===== src/rtl/bit_clmul_issue.sv =====
// bit_clmul_issue: issue/retire controller for the multi-cycle carry-less
// multiply unit (clmul / clmulh / clmulr) in the execute stage.
// It launches one operation at a time into the unit and stalls the pipeline
// until the result is back. A one-entry result cache lets an identical
// back-to-back operation retire in the same cycle without using the unit.
//
// Ports
//   clock, reset            rising-edge clock, synchronous active-high reset
//   ex_valid/op/rdata1/2    execute-stage request (op is one-hot {r,h,l})
//   ex_clear                flush, kills the execute-stage instruction
//   stall                   hold execute stage and everything upstream
//   wb_valid, wb_result     one-cycle result pulse to writeback
//   clmul_enable/op/rdata*  start pulse and operands to the clmul unit
//   clmul_result/ready      result and one-cycle done pulse from the unit
module bit_clmul_issue #(
    parameter int unsigned XLEN     = 32,
    parameter bit          CACHE_EN = 1'b1
) (
    input  logic            clock,
    input  logic            reset,
    input  logic            ex_valid,
    input  logic [2:0]      ex_op,
    input  logic [XLEN-1:0] ex_rdata1,
    input  logic [XLEN-1:0] ex_rdata2,
    input  logic            ex_clear,
    output logic            stall,
    output logic            wb_valid,
    output logic [XLEN-1:0] wb_result,
    output logic            clmul_enable,
    output logic [2:0]      clmul_op,
    output logic [XLEN-1:0] clmul_rdata1,
    output logic [XLEN-1:0] clmul_rdata2,
    input  logic [XLEN-1:0] clmul_result,
    input  logic            clmul_ready
);
    localparam int unsigned OP_W = 3;

    typedef enum logic [1:0] {
        S_IDLE  = 2'd0,
        S_BUSY  = 2'd1,
        S_DONE  = 2'd2,
        S_DRAIN = 2'd3
    } state_t;

    state_t state;
    state_t next_state;

    // operation currently held by the unit
    logic [OP_W-1:0] lat_op;
    logic [XLEN-1:0] lat_rdata1;
    logic [XLEN-1:0] lat_rdata2;

    // one-entry result cache
    logic            cache_valid;
    logic [OP_W-1:0] cache_op;
    logic [XLEN-1:0] cache_rdata1;
    logic [XLEN-1:0] cache_rdata2;
    logic [XLEN-1:0] cache_result;

    logic op_onehot;
    logic req;
    logic hit;
    logic issue;
    logic cache_wr;

    // multi-hot ops are treated as "not a clmul op"
    assign op_onehot = (ex_op == 3'b001) || (ex_op == 3'b010) || (ex_op == 3'b100);
    assign req       = ex_valid & ~ex_clear & op_onehot;
    assign hit       = CACHE_EN & cache_valid & (cache_op == ex_op)
                     & (cache_rdata1 == ex_rdata1) & (cache_rdata2 == ex_rdata2);

    // state register
    always_ff @(posedge clock) begin
        if (reset) begin
            state <= S_IDLE;
        end else begin
            state <= next_state;
        end
    end

    // next-state logic
    always_comb begin
        next_state = state;
        case (state)
            S_IDLE: begin
                if (req && !hit) next_state = S_BUSY;
            end
            S_BUSY: begin
                if (clmul_ready && !ex_clear)      next_state = S_DONE;
                else if (ex_clear && !clmul_ready) next_state = S_DRAIN;
                else if (ex_clear)                 next_state = S_IDLE;
            end
            S_DONE: begin
                next_state = S_IDLE;
            end
            S_DRAIN: begin
                // killed op still in the unit; wait it out before reissuing
                if (clmul_ready) next_state = S_IDLE;
            end
            default: next_state = S_IDLE;
        endcase
    end

    // outputs and datapath strobes; everything forced to 0 while in reset
    always_comb begin
        stall        = 1'b0;
        wb_valid     = 1'b0;
        wb_result    = '0;
        clmul_enable = 1'b0;
        clmul_op     = '0;
        clmul_rdata1 = '0;
        clmul_rdata2 = '0;
        issue        = 1'b0;
        cache_wr     = 1'b0;
        if (!reset) begin
            case (state)
                S_IDLE: begin
                    if (req && hit) begin
                        wb_valid  = 1'b1;
                        wb_result = cache_result;
                    end else if (req) begin
                        issue        = 1'b1;
                        clmul_enable = 1'b1;
                        clmul_op     = ex_op;
                        clmul_rdata1 = ex_rdata1;
                        clmul_rdata2 = ex_rdata2;
                        stall        = 1'b1;
                    end
                end
                S_BUSY: begin
                    stall        = ~ex_clear;
                    clmul_op     = lat_op;
                    clmul_rdata1 = lat_rdata1;
                    clmul_rdata2 = lat_rdata2;
                    cache_wr     = clmul_ready & ~ex_clear;
                end
                S_DONE: begin
                    wb_valid  = ~ex_clear;
                    wb_result = ex_clear ? '0 : cache_result;
                end
                S_DRAIN: begin
                    // a new op waits here and does not consult the cache
                    stall        = ex_valid & op_onehot & ~ex_clear;
                    clmul_op     = lat_op;
                    clmul_rdata1 = lat_rdata1;
                    clmul_rdata2 = lat_rdata2;
                end
                default: ;
            endcase
        end
    end

    // operand latch and result cache
    always_ff @(posedge clock) begin
        if (reset) begin
            lat_op       <= '0;
            lat_rdata1   <= '0;
            lat_rdata2   <= '0;
            cache_valid  <= 1'b0;
            cache_op     <= '0;
            cache_rdata1 <= '0;
            cache_rdata2 <= '0;
            cache_result <= '0;
        end else begin
            if (issue) begin
                lat_op     <= ex_op;
                lat_rdata1 <= ex_rdata1;
                lat_rdata2 <= ex_rdata2;
            end
            if (cache_wr) begin
                cache_valid  <= 1'b1;
                cache_op     <= lat_op;
                cache_rdata1 <= lat_rdata1;
                cache_rdata2 <= lat_rdata2;
                cache_result <= clmul_result;
            end
        end
    end

endmodule


===== config.mk =====
export PLATFORM = sky130hd
export DESIGN_NAME = bit_clmul_issue
export DESIGN_NICKNAME = d
export VERILOG_FILES = /design/src/rtl/bit_clmul_issue.sv
export SDC_FILE = /design/constraint.sdc
export NUM_CORES = 1
export LEC_CHECK = 0
export ABC_AREA = 1
export CAP_MARGIN = 20
export CORE_MARGIN = 2
export CORE_UTILIZATION = 54
export CTS_BUF_LIST = sky130_fd_sc_hd__clkbuf_16
export DETAILED_ROUTE_END_ITERATION = 8
export DONT_BUFFER_PORTS = 1
export PLACE_DENSITY = 0.69
export SYNTH_ARGS = -nofsm -noshare
export SYNTH_HDL_FRONTEND = slang
export SYNTH_SLANG_ARGS = --single-unit

===== constraint.sdc =====
create_clock -name clock -period 4.3 [get_ports clock]
set_clock_uncertainty 0.1 [all_clocks]
set_input_delay 0.86 -clock clock [delete_from_list [all_inputs] [get_ports clock]]
set_output_delay 0.86 -clock clock [all_outputs]
set_load 0.02 [all_outputs]

==> reports/results.md, run 1 <==
* **global-route wire length before repair** 33800 um
* **TritonCTS clock tree** done
* **initial drt markers** 518
* **dominant synthesized flop cell** dfxtp_1
* **most repeated cell in the gate-level netlist after synthesis** nand2_1
* **crit end category** output port
* **Area growth syn-to-layout** 10.8%
* **horizontal die dimension** 126 um
* **count of hold buffers inserted by post-cts repair** 0
* **mean area per synthesized cell** 6.68 sq um
* **slack of the critical path** 793 ps
* **Hold WC Path Type** flip-flop to flip-flop
* **number of enable-type register cells in the synthesized netlist** 0
* **vias** 7512
* **number of stages on the worst hold path** 2
* **DRT Wirelength** 20800 um
* **number of max-cap violations** 0
* **antenna fix cells** 0
* **global-route congestion overflow total** 0
* **number of rows created at floorplan** 44
* **Detail Placement HPWL** 13300 um
* **top fanout value on the critical path** 28
* **Total Die Area** 16000 sq um
* **endpoint of the lowest-slack register-to-register path** cache_rdata2[31]$_SDFFE_PP0P_
* **Post-Route Setup TNS** 0 ps
* **initial antenna violation count** 0
* **cell types with the highest counts after synthesis** nand2_1, dfxtp_1, a21oi_1
* **# resized after CTS** 0
* **endpoints failing hold** 0
* **Synth Register Bits** 169
* **setup fix buffers added after clock tree synthesis** 0
* **vertical extent of the die** 126 um
* **root cell of the clock tree** clkbuf_16
* **crit path cell chain** inv_2 -> nand2_1 -> a21oi_1 -> nand3b_1 -> nor3_4 -> buf_4 -> nand3_1 -> a21oi_1
* **Post-synth ARST share** 0%
* **First-pass DRT Iterations** 5
* **final total power** 3.46 mW
* **area occupied by registers** 3380 sq um
* **final weighted congestion of routability-driven global placement** 0.766
* **cell family contributing the most delay on the critical path** simple AND/OR/NAND/NOR gates
* **register-to-register setup slack** 1010 ps
* **sequential cell area fraction in the yosys report** 41.8%
* **Synthesized Nets** 1319
* **DRT antenna net count** 0
* **final critical path time including I/O delays and setup** 3510 ps
* **startpoint of the tightest hold check path** cache_result[3]$_SDFFE_PP0P_
* **Max VDD drop** 0.000272 V
* **drc violations** 0
* **relative slew slack** 38.0%
* **Avg Vias per Cell** 5.39
* **Max stage delay on crit path** 470 ps
* **WHS** 363 ps
* **fillers** 1441
* **total number of nets in the final design** 1304
* **Worst-Skew Late Latency** 430 ps
* **TritonCTS Sinks** 169
* **top-area cell type share of the netlist area** 41.8%
* **largest area contributor in the netlist** dfxtp_1
* **total power density per cell area** 386 nW/um^2
* **final number of max-transition violations** 0
* **Port Buffers** 0
* **boundary pin count** 206
* **slew at the pin with the worst max-slew slack** 930 ps
* **result of the run** complete, no violations
* **number of distinct standard cells referenced by the synthesized netlist** 30
* **Starting Density** 55.5%
* **minimum setup slack after placement** 834 ps
* **Worst setup SP type** input pin
* **clock buffer count from CTS** 17
* **largest buffer count on any clock path** 2
* **type of the setup path with the least slack** input pin to output port
* **CP Data Arrival Time** 2550 ps
* **Synth warnings** 0
* **total routing usage reported by global routing** 25.9%
* **drt wl/cell** 14.9 um
* **combined area of the multi-input logic cells** 3910 sq um
* **data required time of the critical path** 3340 ps
* **# setup viols final** 0
* **Peak Freq** 285 MHz
* **leading cell types by total area after synthesis** dfxtp_1, nand2_1, a21oi_1
* **share of final-layout standard cells stronger than drive strength 1** 7.02%
* **RR Startpoint** state[0]$_SDFFE_PP0P_
* **Register-to-Register Path Depth** 7
* **hold path endpoint** cache_result[3]$_SDFFE_PP0P_
* **via count of the first global-routing pass** 6818
* **maximum level of the CTS H-tree** 4
* **final worst-path cycle share** 81.5%
* **cell repeated most along the worst path** a21oi_1
* **Core Footprint** 14600 sq um
* **clock slew at the register clock pins of the worst setup and hold paths** 60 ps
* **largest net degree at the start of global routing** 232
* **RSZ-0062 raised after global routing** no
* **slowest stage cell, crit path** a21oi_1
* **area of the mapped netlist** 8100 sq um
* **Crit path buffers/inverters** 2
* **Synth Instances** 1212
* **leakage dissipation** 3.46 nW
## registers in the layout, indices dropped and copies added, names as in the netlist, 2 cells and up
signal and count:
cache_result 32, lat_rdata2 32, state 2, cache_op 3, cache_rdata2 32, cache_rdata1 32, lat_op 3, lat_rdata1 32
## routing by layer
layer / routed length, um / global-route usage [%] / vias to the layer above
li1: - / - / 3868
met4: 477 / 10.1 / 0
met2: 9260 / 39.5 / 234
met3: 1630 / 6.87 / 32
met5: 0 / 0 / -
met1: 9460 / 35.1 / 3378
## report_power, final
| group | leakage, nW | internal (mW) | switching (mW) |
|---|---|---|---|
| Clock | 0.317 | 1.02 | 0.630 |
| Combinational | 1.78 | 0.0653 | 0.116 |
| Sequential | 1.37 | 1.60 | 0.0258 |
## worst max path at each step
stage                                startpoint                to  slack, ps  cells past startpoint
after floorplan                        ex_clear       clmul_op[0]       1090                      9
final                                  ex_clear  clmul_rdata1[12]        790                      8
after detailed placement               ex_clear       clmul_op[2]        830                      8
after global placement            ex_rdata1[23]   clmul_rdata2[6]        870                      9
after CTS                 state[0]$_SDFFE_PP0P_     wb_result[26]        800                      8
after global routing                   ex_clear     wb_result[26]        630                     12
## placed cells by master, fill, tap and decap left out, types with 2 or more instances in the layout
cell and n:
clkinv_1 2, bufinv_16 5, clkinv_4 3, nor3_1 2, or2_1 2, nor2_1 161, o21ai_0 15, o21ai_1 2
nand4_1 4, xnor2_1 15, buf_4 44, nand3b_1 3, clkinv_2 4, inv_1 124, o22ai_1 2, nand2_1 317
a21oi_1 162, a211oi_1 67, clkbuf_16 17, or2_2 4, nand3_1 73, dfxtp_1 168, ha_1 3
## per-stage QoR
stage	instance area [sq um]	util (%)	instances
floorplan	8100	-	1212
global placement	8340	57.2	1362
detailed placement	8340	57.2	1362
CTS	8970	61.5	1394
global route	8970	61.5	1394
finish	8970	61.5	1394
## worst reg2reg max path, delay by kind of cell, from the launching register on
kind	cells	cell delay [ps]
buffers and inverters	3	1130
flip-flops	1	940
AND/OR/NAND/NOR	3	930
AO/OA/AOI/OAI	1	130
## logic make-up after synthesis
group           Yosys count  synth area share [%]
compound gates          250                  17.6
xor+xnor                 16                  1.73
fa+ha+maj                 3                 0.463
buf+inv                 203                  10.1
flops                   169                  41.8
simple gates            571                  28.4
## final cells by class
type | instances | area share, %
multi-input cells | 840 | 43.6
flip-flops and latches | 169 | 37.7
inverters | 124 | 5.19
clock buffers | 17 | 4.74
repair buffers | 45 | 3.91
well taps | 184 | 2.57
clock inverters | 15 | 2.32
Power figures use the tool's default switching activity.
==> run 2, diff against run 1 <==
- PLACE_DENSITY: 0.69 -> 0.72
- clock period: 4.3 -> 3 ns (I/O delays scaled with it)
==> reports/results.md, run 2 (synthesized netlist as in run 1, its figures left out) <==
* **result of the run** finished with violations
* **violations in the final reports** setup timing
* **slack of the critical path** -51.8 ps, -845 ps
* **final worst-path cycle share** 102%
* **combined area of the multi-input logic cells** 4320 sq um, +11%
* **endpoint of the lowest-slack register-to-register path** lat_rdata2[10]$_SDFFE_PP0P_
* **final weighted congestion of routability-driven global placement** 0.810, +5.7%
* **DRT antenna net count** 0, unchanged
* **drc violations** 0, unchanged
* **fillers** 1245, -14%
* **global-route congestion overflow total** 0, unchanged
* **final number of max-transition violations** 0, unchanged
* **maximum level of the CTS H-tree** 4, unchanged
* **final critical path time including I/O delays and setup** 3050 ps
* **type of the setup path with the least slack** flip-flop to output port
* **TritonCTS clock tree** done
* **TritonCTS Sinks** 169, unchanged
* **CP Data Arrival Time** 2350 ps, -200 ps
* **clock slew at the register clock pins of the worst setup and hold paths** 60 ps, about the same
* **Hold WC Path Type** input pin to flip-flop
* **Final Instance Count excl. Fillers** 1469, +5.4%
* **number of stages on the worst hold path** 1, -1
* **Worst-Skew Late Latency** 430 ps, about the same
* **number of rows created at floorplan** 44, unchanged
* **startpoint of the tightest hold check path** reset
* **Total Die Area** 16000 sq um, unchanged
* **vias** 7963, +6.0%
* **most frequent cells in the layout** nand2_1, dfxtp_1, a21oi_1
* **core occupancy in the finished layout** 69.3%, +7.8 points
* **Detail Placement HPWL** 13200 um, -0.60%
* **data required time of the critical path** 2300 ps, -1040 ps
* **largest net degree at the start of global routing** 232, unchanged
* **share of final-layout standard cells stronger than drive strength 1** 18.0%, +11 points
* **initial drt markers** 675, +30%
* **area occupied by registers** 3390 sq um, +0.18%
* **top fanout value on the critical path** 16, -43%
* **relative slew slack** 49.5%, +11 points
* **Register-to-Register Path Depth** 14, +7
* **total routing usage reported by global routing** 26.5%, +0.60 points
* **Max VDD drop** 0.000363 V, +33%
* **Port Buffers** 0, unchanged
* **root cell of the clock tree** clkbuf_16
* **Avg Vias per Cell** 5.42, +0.59%
* **DRT Wirelength** 22500 um, +7.8%
* **global-route wire length before repair** 34900 um, +3.1%
* **hold path endpoint** lat_rdata2[4]$_SDFFE_PP0P_
* **largest buffer count on any clock path** 2, unchanged
* **drt wl/cell** 15.3 um, +2.3%
* **First-pass DRT Iterations** 5, unchanged
* **crit end category** output port
* **register-to-register setup slack** 600 ps, -410 ps
* **RR Startpoint** cache_rdata2[15]$_SDFFE_PP0P_
* **via count of the first global-routing pass** 7158, +5.0%
* **most common cell after layout, fill and taps aside** nand2_1
* **count of hold buffers inserted by post-cts repair** 0, unchanged
* **Placed Cells incl. Taps** 1431, +5.1%
* **endpoints failing hold** 0, unchanged
* **antenna fix cells** 0, unchanged
* **number of max-cap violations** 0, unchanged
* **leakage dissipation** 3.95 nW, +14%
* **Core Footprint** 14600 sq um, unchanged
* **RSZ-0062 raised after global routing** yes
* **total number of nets in the final design** 1379, +5.8%
* **Starting Density** 55.5%, unchanged
* **slew at the pin with the worst max-slew slack** 758 ps, -172 ps
* **Worst setup SP type** flip-flop
* **total power density per cell area** 469 nW/um^2, +22%
* **initial antenna violation count** 0, unchanged
* **clock buffer count from CTS** 17, unchanged
* **vertical extent of the die** 126 um, unchanged
* **horizontal die dimension** 126 um, unchanged
* **Area growth syn-to-layout** 24.8%
* **Peak Freq** 328 MHz
* **boundary pin count** 206, unchanged
* **# setup viols final** 10, +10
[run 2: cell types whose count changed in the layout (fill, tap and decap cells not counted), sizes merged]
cell      previous run  this run
buf                 45       117
bufinv               5         2
clkbuf              17        20
clkinvlp             0         2
inv                125       126
[run 2: metal layers]
metal	GRT usage [%]	wire (um)
met1	35.6	9690
met2	41.6	10500
met3	6.03	1740
met4	10.1	510
met5	0	0
[run 2: metrics by stage]
step,setup slack [ps],setup TNS [ps],hold slack [ps],power [mW],instance area [sq um]
3_5_place_dp,99.6,0,353,2.67,8910
6_report,-51.8,-156,143,4.75,10100
3_3_place_gp,116,0,341,2.66,8910
4_1_cts,25.8,0,138,4.76,9480
5_1_grt,-194,-9660,132,4.91,10100
2_1_floorplan,307,0,334,2.63,8100
[run 2: layout make-up]
cell class              instances  area share (%)
clock buffers                  17            4.21
clock inverters                15            1.36
inverters                     124            4.60
multi-input cells             840            42.7
flip-flops and latches        169            33.5
well taps                     184            2.28
repair buffers                120            11.3
[run 2: power breakdown]
| group | total (mW) | switching (mW) | internal (mW) |
|---|---|---|---|
| Combinational | 0.316 | 0.189 | 0.127 |
| Sequential | 2.33 | 0.0340 | 2.29 |
| Clock | 2.11 | 0.895 | 1.21 |
[run 2: how the worst max path moves through the flow]
stage	slack, ps	endpoint	depth (start not counted)	startpoint
3_5_place_dp	100	wb_result[7]	13	ex_rdata1[22]
5_1_grt	-190	wb_result[22]	14	cache_rdata1[22]$_SDFFE_PP0P_
2_1_floorplan	310	clmul_op[0]	9	ex_clear
6_report	-50	wb_result[22]	14	cache_rdata1[22]$_SDFFE_PP0P_
4_1_cts	30	wb_result[21]	14	cache_rdata1[22]$_SDFFE_PP0P_
3_3_place_gp	120	wb_result[7]	13	ex_rdata1[22]
[run 2: critical path, stage by stage (launching register included)]
cell	delay [ps]
dfxtp_2	360
nand2_1	60
inv_1	50
nor2_1	30
nor2_1	140
nand2_1	120
nor2_2	130
nand2_2	80
nor2_4	150
nand4_1	130
nand2_2	110
nand2_4	80
clkbuf_16	200
nor2_1	140
buf_4	160
[run 2: what timing repair did]
action / in CTS / in global routing
endpoints found under the setup margin: 101 / 102
gates resized for setup: 4 / 125
cloned: 0 / 4
setup buffers: 0 / 2
pin swaps: 0 / 5
